$ cat config.mk
export PLATFORM = sky130hd
export DESIGN_NAME = rpn_sequencer
export DESIGN_NICKNAME = d
export VERILOG_FILES = /design/src/rtl/rpn_sequencer.sv
export SDC_FILE = /design/constraint.sdc
export NUM_CORES = 2
export LEC_CHECK = 0
export CORE_ASPECT_RATIO = 0.6
export CORE_UTILIZATION = 62
export DETAILED_ROUTE_END_ITERATION = 8
export PLACE_DENSITY_LB_ADDON = 0.12
export SYNTH_ARGS = -nofsm -noshare
export SYNTH_HDL_FRONTEND = slang
export SYNTH_SLANG_ARGS = --single-unit
$ cat constraint.sdc
create_clock -name clk -period 5.94 [get_ports clk]
set_clock_uncertainty 0.1 [all_clocks]
set_input_delay 0.594 -clock clk [delete_from_list [all_inputs] [get_ports clk]]
set_output_delay 0.594 -clock clk [all_outputs]
set_load 0.02 [all_outputs]
$ cat src/rtl/rpn_sequencer.sv
// rpn_sequencer: token-level controller for the RPN operand stack.
// Accepts number/operator tokens on a valid/ready handshake, validates them
// against the stack occupancy, runs the ALU and issues one stack strobe per
// cycle. The stack itself lives outside this block.
// Optional feature: define RPN_DIV_EN to build the unsigned divider (opcode 9).
module rpn_sequencer #(
  parameter int DW    = 32,
  parameter int CNT_W = 6
) (
  input  logic             clk,
  input  logic             rst,
  input  logic             tok_valid,
  output logic             tok_ready,
  input  logic             tok_is_op,
  input  logic [3:0]       tok_op,
  input  logic [DW-1:0]    tok_data,
  output logic             stk_push,
  output logic             stk_pop,
  output logic [DW-1:0]    stk_wdata,
  input  logic [DW-1:0]    stk_top,
  input  logic [DW-1:0]    stk_next,
  input  logic [CNT_W-1:0] stk_cnt,
  input  logic             stk_full,
  input  logic             stk_empty,
  output logic             res_valid,
  output logic [DW-1:0]    res_data,
  output logic             busy,
  output logic             err,
  output logic [2:0]       err_code,
  input  logic             err_clr
);

  typedef enum logic [3:0] {
    S_IDLE, S_CHECK, S_LATCH, S_POP_A, S_POP_B, S_PUSH, S_CLR, S_DONE, S_ERR
  } state_t;

  localparam logic [3:0] OP_ADD  = 4'd0;
  localparam logic [3:0] OP_SUB  = 4'd1;
  localparam logic [3:0] OP_MUL  = 4'd2;
  localparam logic [3:0] OP_AND  = 4'd3;
  localparam logic [3:0] OP_OR   = 4'd4;
  localparam logic [3:0] OP_XOR  = 4'd5;
  localparam logic [3:0] OP_NEG  = 4'd6;
  localparam logic [3:0] OP_DUP  = 4'd7;
  localparam logic [3:0] OP_DROP = 4'd8;
  localparam logic [3:0] OP_DIV  = 4'd9;
  localparam logic [3:0] OP_CLR  = 4'd10;

  localparam logic [2:0] ERR_NONE = 3'd0;
  localparam logic [2:0] ERR_UNF  = 3'd1;
  localparam logic [2:0] ERR_OVF  = 3'd2;
  localparam logic [2:0] ERR_ILL  = 3'd3;
  localparam logic [2:0] ERR_DIV0 = 3'd4;

`ifdef RPN_DIV_EN
  localparam bit DIV_BUILT = 1'b1;
`else
  localparam bit DIV_BUILT = 1'b0;
`endif

  state_t           state;
  logic             is_op_q;    // latched token kind
  logic [3:0]       op_q;       // latched opcode
  logic [DW-1:0]    val_q;      // value to push and to report as res_data
  logic             cnt_ge2_q;  // occupancy >= 2 seen in CHECK (DROP result)
  logic [CNT_W-1:0] clr_left;   // pops still owed by CLR
  logic [2:0]       chk_code;
  logic [DW-1:0]    alu_res;

  // Two-operand ops consume next and top and push one result.
  function automatic logic is_binary(input logic [3:0] op);
    return (op <= OP_XOR) || (DIV_BUILT && (op == OP_DIV));
  endfunction

  function automatic logic op_legal(input logic [3:0] op);
    return is_binary(op) || (op inside {OP_NEG, OP_DUP, OP_DROP, OP_CLR});
  endfunction

  // Token validation against the current stack occupancy (used in CHECK).
  always_comb begin
    // NOTE: every always_comb output gets a default first so no path leaves it unassigned (no latch).
    chk_code = ERR_NONE;
    if (!is_op_q) begin
      if (stk_full) chk_code = ERR_OVF;
    end else if (!op_legal(op_q)) begin
      chk_code = ERR_ILL;
    end else if (is_binary(op_q)) begin
      if (stk_cnt < CNT_W'(2)) chk_code = ERR_UNF;
    end else if (op_q != OP_CLR) begin
      if (stk_cnt == '0)                     chk_code = ERR_UNF;
      else if ((op_q == OP_DUP) && stk_full) chk_code = ERR_OVF;
    end
  end

  // ALU on the live stack outputs; its result is registered in LATCH.
  always_comb begin
    alu_res = '0;
    unique case (op_q)
      OP_ADD:  alu_res = stk_next + stk_top;
      OP_SUB:  alu_res = stk_next - stk_top;
      OP_MUL:  alu_res = stk_next * stk_top;
      OP_AND:  alu_res = stk_next & stk_top;
      OP_OR:   alu_res = stk_next | stk_top;
      OP_XOR:  alu_res = stk_next ^ stk_top;
      OP_NEG:  alu_res = '0 - stk_top;
      OP_DUP:  alu_res = stk_top;
      OP_DROP: alu_res = cnt_ge2_q ? stk_next : '0;
`ifdef RPN_DIV_EN
      OP_DIV:  alu_res = (stk_top == '0) ? '0 : stk_next / stk_top;
`endif
      default: alu_res = '0;
    endcase
  end

  // Sequencer FSM with registered handshake, strobe and status outputs.
  always_ff @(posedge clk or negedge rst) begin
    if (!rst) begin
      state     <= S_IDLE;
      tok_ready <= 1'b1;
      busy      <= 1'b0;
      stk_push  <= 1'b0;
      stk_pop   <= 1'b0;
      stk_wdata <= '0;
      res_valid <= 1'b0;
      res_data  <= '0;
      err       <= 1'b0;
      err_code  <= ERR_NONE;
      is_op_q   <= 1'b0;
      op_q      <= '0;
      val_q     <= '0;
      cnt_ge2_q <= 1'b0;
      clr_left  <= '0;
    end else begin
      // NOTE: non-blocking assignments throughout, so every branch sees last cycle's state.
      stk_push  <= 1'b0;
      stk_pop   <= 1'b0;
      res_valid <= 1'b0;
      unique case (state)
        S_IDLE: begin
          if (tok_valid) begin
            is_op_q   <= tok_is_op;
            op_q      <= tok_op;
            val_q     <= tok_data;
            tok_ready <= 1'b0;
            busy      <= 1'b1;
            state     <= S_CHECK;
          end
        end
        S_CHECK: begin
          cnt_ge2_q <= (stk_cnt >= CNT_W'(2));
          if (chk_code != ERR_NONE) begin
            err      <= 1'b1;
            err_code <= chk_code;
            state    <= S_ERR;
          end else if (!is_op_q) begin
            stk_push  <= 1'b1;
            stk_wdata <= val_q;
            state     <= S_PUSH;
          end else if (op_q == OP_CLR) begin
            // Pop count is fixed here; the stack is not re-sampled between pops.
            val_q    <= '0;
            clr_left <= stk_empty ? '0 : stk_cnt;
            stk_pop  <= !stk_empty;
            state    <= S_CLR;
          end else begin
            state <= S_LATCH;
          end
        end
        S_LATCH: begin
          if ((op_q == OP_DIV) && (stk_top == '0)) begin
            err      <= 1'b1;
            err_code <= ERR_DIV0;
            state    <= S_ERR;
          end else begin
            val_q <= alu_res;
            if (op_q == OP_DUP) begin
              stk_push  <= 1'b1;
              stk_wdata <= alu_res;
              state     <= S_PUSH;
            end else begin
              stk_pop <= 1'b1;
              state   <= S_POP_A;
            end
          end
        end
        S_POP_A: begin
          if (is_binary(op_q)) begin
            stk_pop <= 1'b1;
            state   <= S_POP_B;
          end else if (op_q == OP_NEG) begin
            stk_push  <= 1'b1;
            stk_wdata <= val_q;
            state     <= S_PUSH;
          end else begin
            res_valid <= 1'b1;
            res_data  <= val_q;
            state     <= S_DONE;
          end
        end
        S_POP_B: begin
          stk_push  <= 1'b1;
          stk_wdata <= val_q;
          state     <= S_PUSH;
        end
        S_PUSH: begin
          res_valid <= 1'b1;
          res_data  <= val_q;
          state     <= S_DONE;
        end
        S_CLR: begin
          if (clr_left > CNT_W'(1)) begin
            clr_left <= clr_left - CNT_W'(1);
            stk_pop  <= 1'b1;
          end else begin
            clr_left  <= '0;
            res_valid <= 1'b1;
            res_data  <= '0;
            state     <= S_DONE;
          end
        end
        S_DONE: begin
          tok_ready <= 1'b1;
          busy      <= 1'b0;
          state     <= S_IDLE;
        end
        S_ERR: begin
          if (err_clr) begin
            err       <= 1'b0;
            err_code  <= ERR_NONE;
            tok_ready <= 1'b1;
            busy      <= 1'b0;
            state     <= S_IDLE;
          end
        end
        default: state <= S_IDLE;
      endcase
    end
  end

endmodule

==> results of run 1 <==
[timing repair]
action	CTS
pin swaps	150
gates cloned	2
endpoints found under the setup margin	48
resized for setup	422
setup buffers	79
[Yosys cell counts, types with 13 or more instances]
| library cell | count |
|---|---|
| clkbuf_1 | 160 |
| o21ai_0 | 128 |
| nand3_1 | 31 |
| or3_1 | 13 |
| o21bai_1 | 16 |
| o21a_1 | 25 |
| a21o_1 | 34 |
| a31oi_1 | 54 |
| nand2_1 | 433 |
| nor4_1 | 14 |
| inv_1 | 457 |
| nor2_1 | 481 |
| xor2_1 | 31 |
| and3_1 | 16 |
| o211ai_1 | 26 |
| xnor2_1 | 86 |
| nor2b_1 | 17 |
| a211oi_1 | 15 |
| dfrtp_1 | 120 |
| a21oi_1 | 168 |
| fa_1 | 410 |
| buf_1 | 21 |
| ha_1 | 220 |
| a221oi_1 | 18 |
| a22oi_1 | 23 |
| nor3_1 | 32 |
[layer usage]
| layer | GRT usage (%) | overflow |
|---|---|---|
| met5 | 44.93 | 1 |
| met4 | 60.16 | 26 |
| met3 | 68.34 | 8 |
| met2 | 89.48 | 46 |
| met1 | 82.06 | 6 |
[kinds of logic after synthesis]
logic type | Yosys count
buffers and inverters | 652
DFF | 121
muxes | 11
adders and majority gates | 630
xor gates and xnor gates | 118
and+or+nand+nor | 1086
AOI/OAI and AO/OA | 602
[metrics by stage]
stage	setup slack [ps]	cells	setup TNS [ps]	hold slack (ps)	area, um^2
2_1_floorplan	-1133	3220	-29180	198.4	26510
3_3_place_gp	-2152	4182	-83220	365.2	31260
3_5_place_dp	-2374	4182	-93150	373.9	31260
4_1_cts	-1370	4293	-44820	73.79	33610
==> results.toml, run 1 <==
[synthesis]
synth-warning-count = 0
synthArstFlopShare_pct = 100.0
netlist_area_mm2 = 0.02591
synthFlopType = "dfrtp_1"
synth_seq_cells = 121
synth_top_cell_area_share_pct = 31.67
synth_fp_nets = 3963
seq_area_frac_synth_pct = 11.69
synthAdderAreaFrac_pct = 42.30
yosysTopAreaCell = "fa_1"
synth_mux_area_share_pct = 0.4539
synth_edf_count = 0
synth-xor-area-share_pct = 4.041
syn_avg_cell_area_um2 = 8.048
synth_compound_area_share_pct = 14.86
synth_area_leaders = "fa_1 (32%), dfrtp_1 (12%), ha_1 (11%), nor2_1 (7.0%), inv_1 (6.6%)"
synthCells = 3220
synthSimpleGateAreaFrac_pct = 17.21
synth_top_family_by_area = "adder cells"
synth_cell_types = 73

[global_routing]
grt.overflow.total = 87
grt_start_max_net_pins = 76
grt.total_usage_pct = 77.17

[clocking]
clockBufferDepth = 2
cts.sinks = 121
htreeDepth = 4
numCtsBuffers = 17
holdBufCountCts = 0
cts_root_buffer = "clkbuf_16"

[place]
portBuffers = 185
post-dp-hpwl_mm = 89.34
gp_congestion = 1.104

[timing]
worst-ep-kind = "register input"
postGrtWorstEndpoint = "val_q[31]$_DFFE_PN0P_/D"

[floorplan]
core.rowCount = 57
die_x_um = 265.9
die_h_um = 160.4
boundaryPins = 186
initial_core_util_pct = 63.52

[status]
stop_error = "[ERROR GRT-0232] Routing congestion too high. Check the congestion heatmap in the GUI."
haltStage = "global routing (5_1_grt)"
status = "aborted with a tool error"
==> run 2, diff against run 1 <==
==> config.mk (replaced) <==
export PLATFORM = sky130hd
export DESIGN_NAME = rpn_sequencer
export DESIGN_NICKNAME = d
export VERILOG_FILES = /design/src/rtl/rpn_sequencer.sv
export SDC_FILE = /design/constraint.sdc
export NUM_CORES = 2
export LEC_CHECK = 0
export CORE_UTILIZATION = 40
export DETAILED_ROUTE_END_ITERATION = 8
export PLACE_DENSITY_LB_ADDON = 0.15
export SYNTH_ARGS = -nofsm -noshare
export SYNTH_HDL_FRONTEND = slang
export SYNTH_SLANG_ARGS = --single-unit
==> run 2 against run 1 <==
Compared with the run above: the flow now finishes, with violations (setup timing); synthesized cell count did not move; area after synthesis unchanged.
==> results.toml, run 2 <==
[status]
status = "finished with violations"
violations = "setup timing"

[route]
routed_wl_mm = 120.1
drtIter0Drc = 2552
dr.pass1.iters = 5
routed_via_density = 5.677
drc_errors = 0
ant_nets = 0
num_vias = 26337
wl_per_cell_um = 25.89

[timing]
fmax_ghz = 0.1385
setup_slack_ps = -1279
tightest_slew_ps = 1341
hold_viol_final = 0
period_share_pct = 121.5
fin_crit_ps = 7219
finalSetupViolCount = 46
fin_setup_tns_ps = -42460
slew_violations = 0
slew-limit-headroom_pct = 10.63
rsz0062_at_grt = "true"

[synthesis]
synthFlopType = "dfrtp_1"
seq_area_frac_synth_pct = 11.69
synthArstFlopShare_pct = 100.0
synthTopCellsByCount = "nor2_1 (481), inv_1 (457), nand2_1 (433), fa_1 (410), ha_1 (220)"
yosysMostFrequentCell = "nor2_1"
synthCells = 3220
yosysTopAreaCell = "fa_1"
netlist_area_mm2 = 0.02591
synth_seq_cells = 121
synth_cell_types = 73
syn_avg_cell_area_um2 = 8.048
synth_edf_count = 0
synth_top_cell_area_share_pct = 31.67
synth_area_leaders = "fa_1 (32%), dfrtp_1 (12%), ha_1 (11%), nor2_1 (7.0%), inv_1 (6.6%)"
synth_fp_nets = 3963
synth-warning-count = 0

[flow_run]
cap_violations = 0

[setup_path]
crit_start = "stk_next[14]"
cp-end-kind = "register"
rr_endpoint = "stk_wdata[28]$_DFFE_PN0P_"
crit_top_cell = "fa_1"
arrival_ps = 7480
r2r_cells = 17
crit_slowest_cell = "fa_1"
cp_top_family = "adder cells"
cpPeakStageDelay_ps = 550
crit_type = "input pin to register"
regToRegSetupSlack_ps = 570
cp_num_buf_inv = 8
regToRegStartpoint = "op_q[0]$_DFFE_PN0P_"
crit_cells = 28
crit_path_end = "stk_wdata[31]$_DFFE_PN0P_"
worstPathMaxFanout = 6
critPathLaunchType = "input pin"
required_ps = 6200

[final_layout]
final_cells = 4639
final_common_cell = "buf_4"
final_cell_mix = "buf_4 (438), nand2_1 (420), nor2_1 (410), inv_1 (402), fa_1 (360)"
drive_gt1_share_pct = 24.95
top_regs = "res_data: 32 flops, stk_wdata: 32 flops, val_q: 32 flops"
nets = 4522
final_util_pct = 55.43
postLayoutCellArea_mm2 = 0.03522
syn2layout_area_growth_pct = 35.93

[min_path]
min_path_type = "input pin to asynchronous set/reset pin"

[floorplan]
boundaryPins = 186
core-area_mm2 = 0.06354
die_area_mm2 = 0.06581
initial_core_util_pct = 40.78
die_x_um = 256.5
core.rowCount = 92
die_h_um = 256.5

[place]
placed_cells = 4501
gp_congestion = 1.003
portBuffers = 185
post-dp-hpwl_mm = 97.30
placed_area_mm2 = 0.03198

[clocking]
numCtsBuffers = 17
clockBufferDepth = 2
holdBufCountCts = 0
tritoncts = "done"
htreeDepth = 4
clkSlewWorstSetupHoldPaths_ps = 70
cts_root_buffer = "clkbuf_16"
cts.sinks = 121
clkLatencyLatePin_ps = 440

[global_routing]
antenna_found_initial = 3
grt_pass1_vias = 27172
grt.overflow.total = 0
grt.total_usage_pct = 36.62
grt_pass1_wl_mm = 177.0
grt_start_max_net_pins = 66
## run 2: cell counts after synthesis
No cell type changed its count.
## run 2: worst min path at each step
stage / start / slack [ps] / cells past startpoint / endpoint
after detailed placement: err$_DFFE_PN0P_ / 360 / 2 / err$_DFFE_PN0P_
after global placement: err_code[1]$_DFFE_PN0P_ / 360 / 1 / err_code[1]$_DFFE_PN0P_
after global routing: rst / 160 / 1 / res_data[8]$_DFFE_PN0P_
after CTS: rst / 130 / 1 / val_q[13]$_DFFE_PN0P_
final: rst / 100 / 1 / val_q[9]$_DFFE_PN0P_
after floorplan: rst / 200 / 0 / busy$_DFFE_PN0P_
## run 2: logic make-up after synthesis
group	after synthesis	synth area share, %
xor gates and xnor gates	118	4.041
and+or+nand+nor	1086	17.21
buffers and inverters	652	9.444
DFF	121	11.69
AOI/OAI and AO/OA	602	14.86
adders and majority gates	630	42.30
muxes	11	0.4539
## run 2: what timing repair did
item | in CTS | in global routing
pin swaps | 235 | 93
setup endpoints to repair | 50 | 48
setup buffers | 89 | 22
cloned | 2 | 0
resized for setup | 503 | 115
## run 2: stage by stage
step           worst slack, ps  hold WS, ps
6_report                 -1279        102.4
3_3_place_gp             -2365        363.9
2_1_floorplan            -1133        198.4
5_1_grt                  -1453        164.2
4_1_cts                  -1291        130.4
3_5_place_dp             -2473        363.1
## run 2: area by class of cell
class / count / area [um^2]
fill: 5931 / 28320
multi-input combinational: 2447 / 21980
timing repair buffer: 719 / 6594
sequential: 121 / 3029
inverter: 471 / 1952
tap: 846 / 1059
clock buffer: 17 / 425.4
clock inverter: 15 / 152.6
timing repair inverter: 2 / 33.78
antenna: 1 / 2.502
## run 2: layer usage
layer | vias up | wire length [um] | track usage [%] | share of wire, %
li1 | 11489 | - | - | -
met2 | 1297 | 54910 | 59.20 | 46
met4 | 0 | 7328 | 17.99 | 6.1
met1 | 13254 | 48480 | 47.27 | 40
met3 | 297 | 9377 | 6.396 | 7.8
met5 | - | 0 | 0 | 0
Power of run 2 is left out: the tool's default activity adds up to more than one toggle a clock period on the data nets, which glitch-free logic cannot reach.
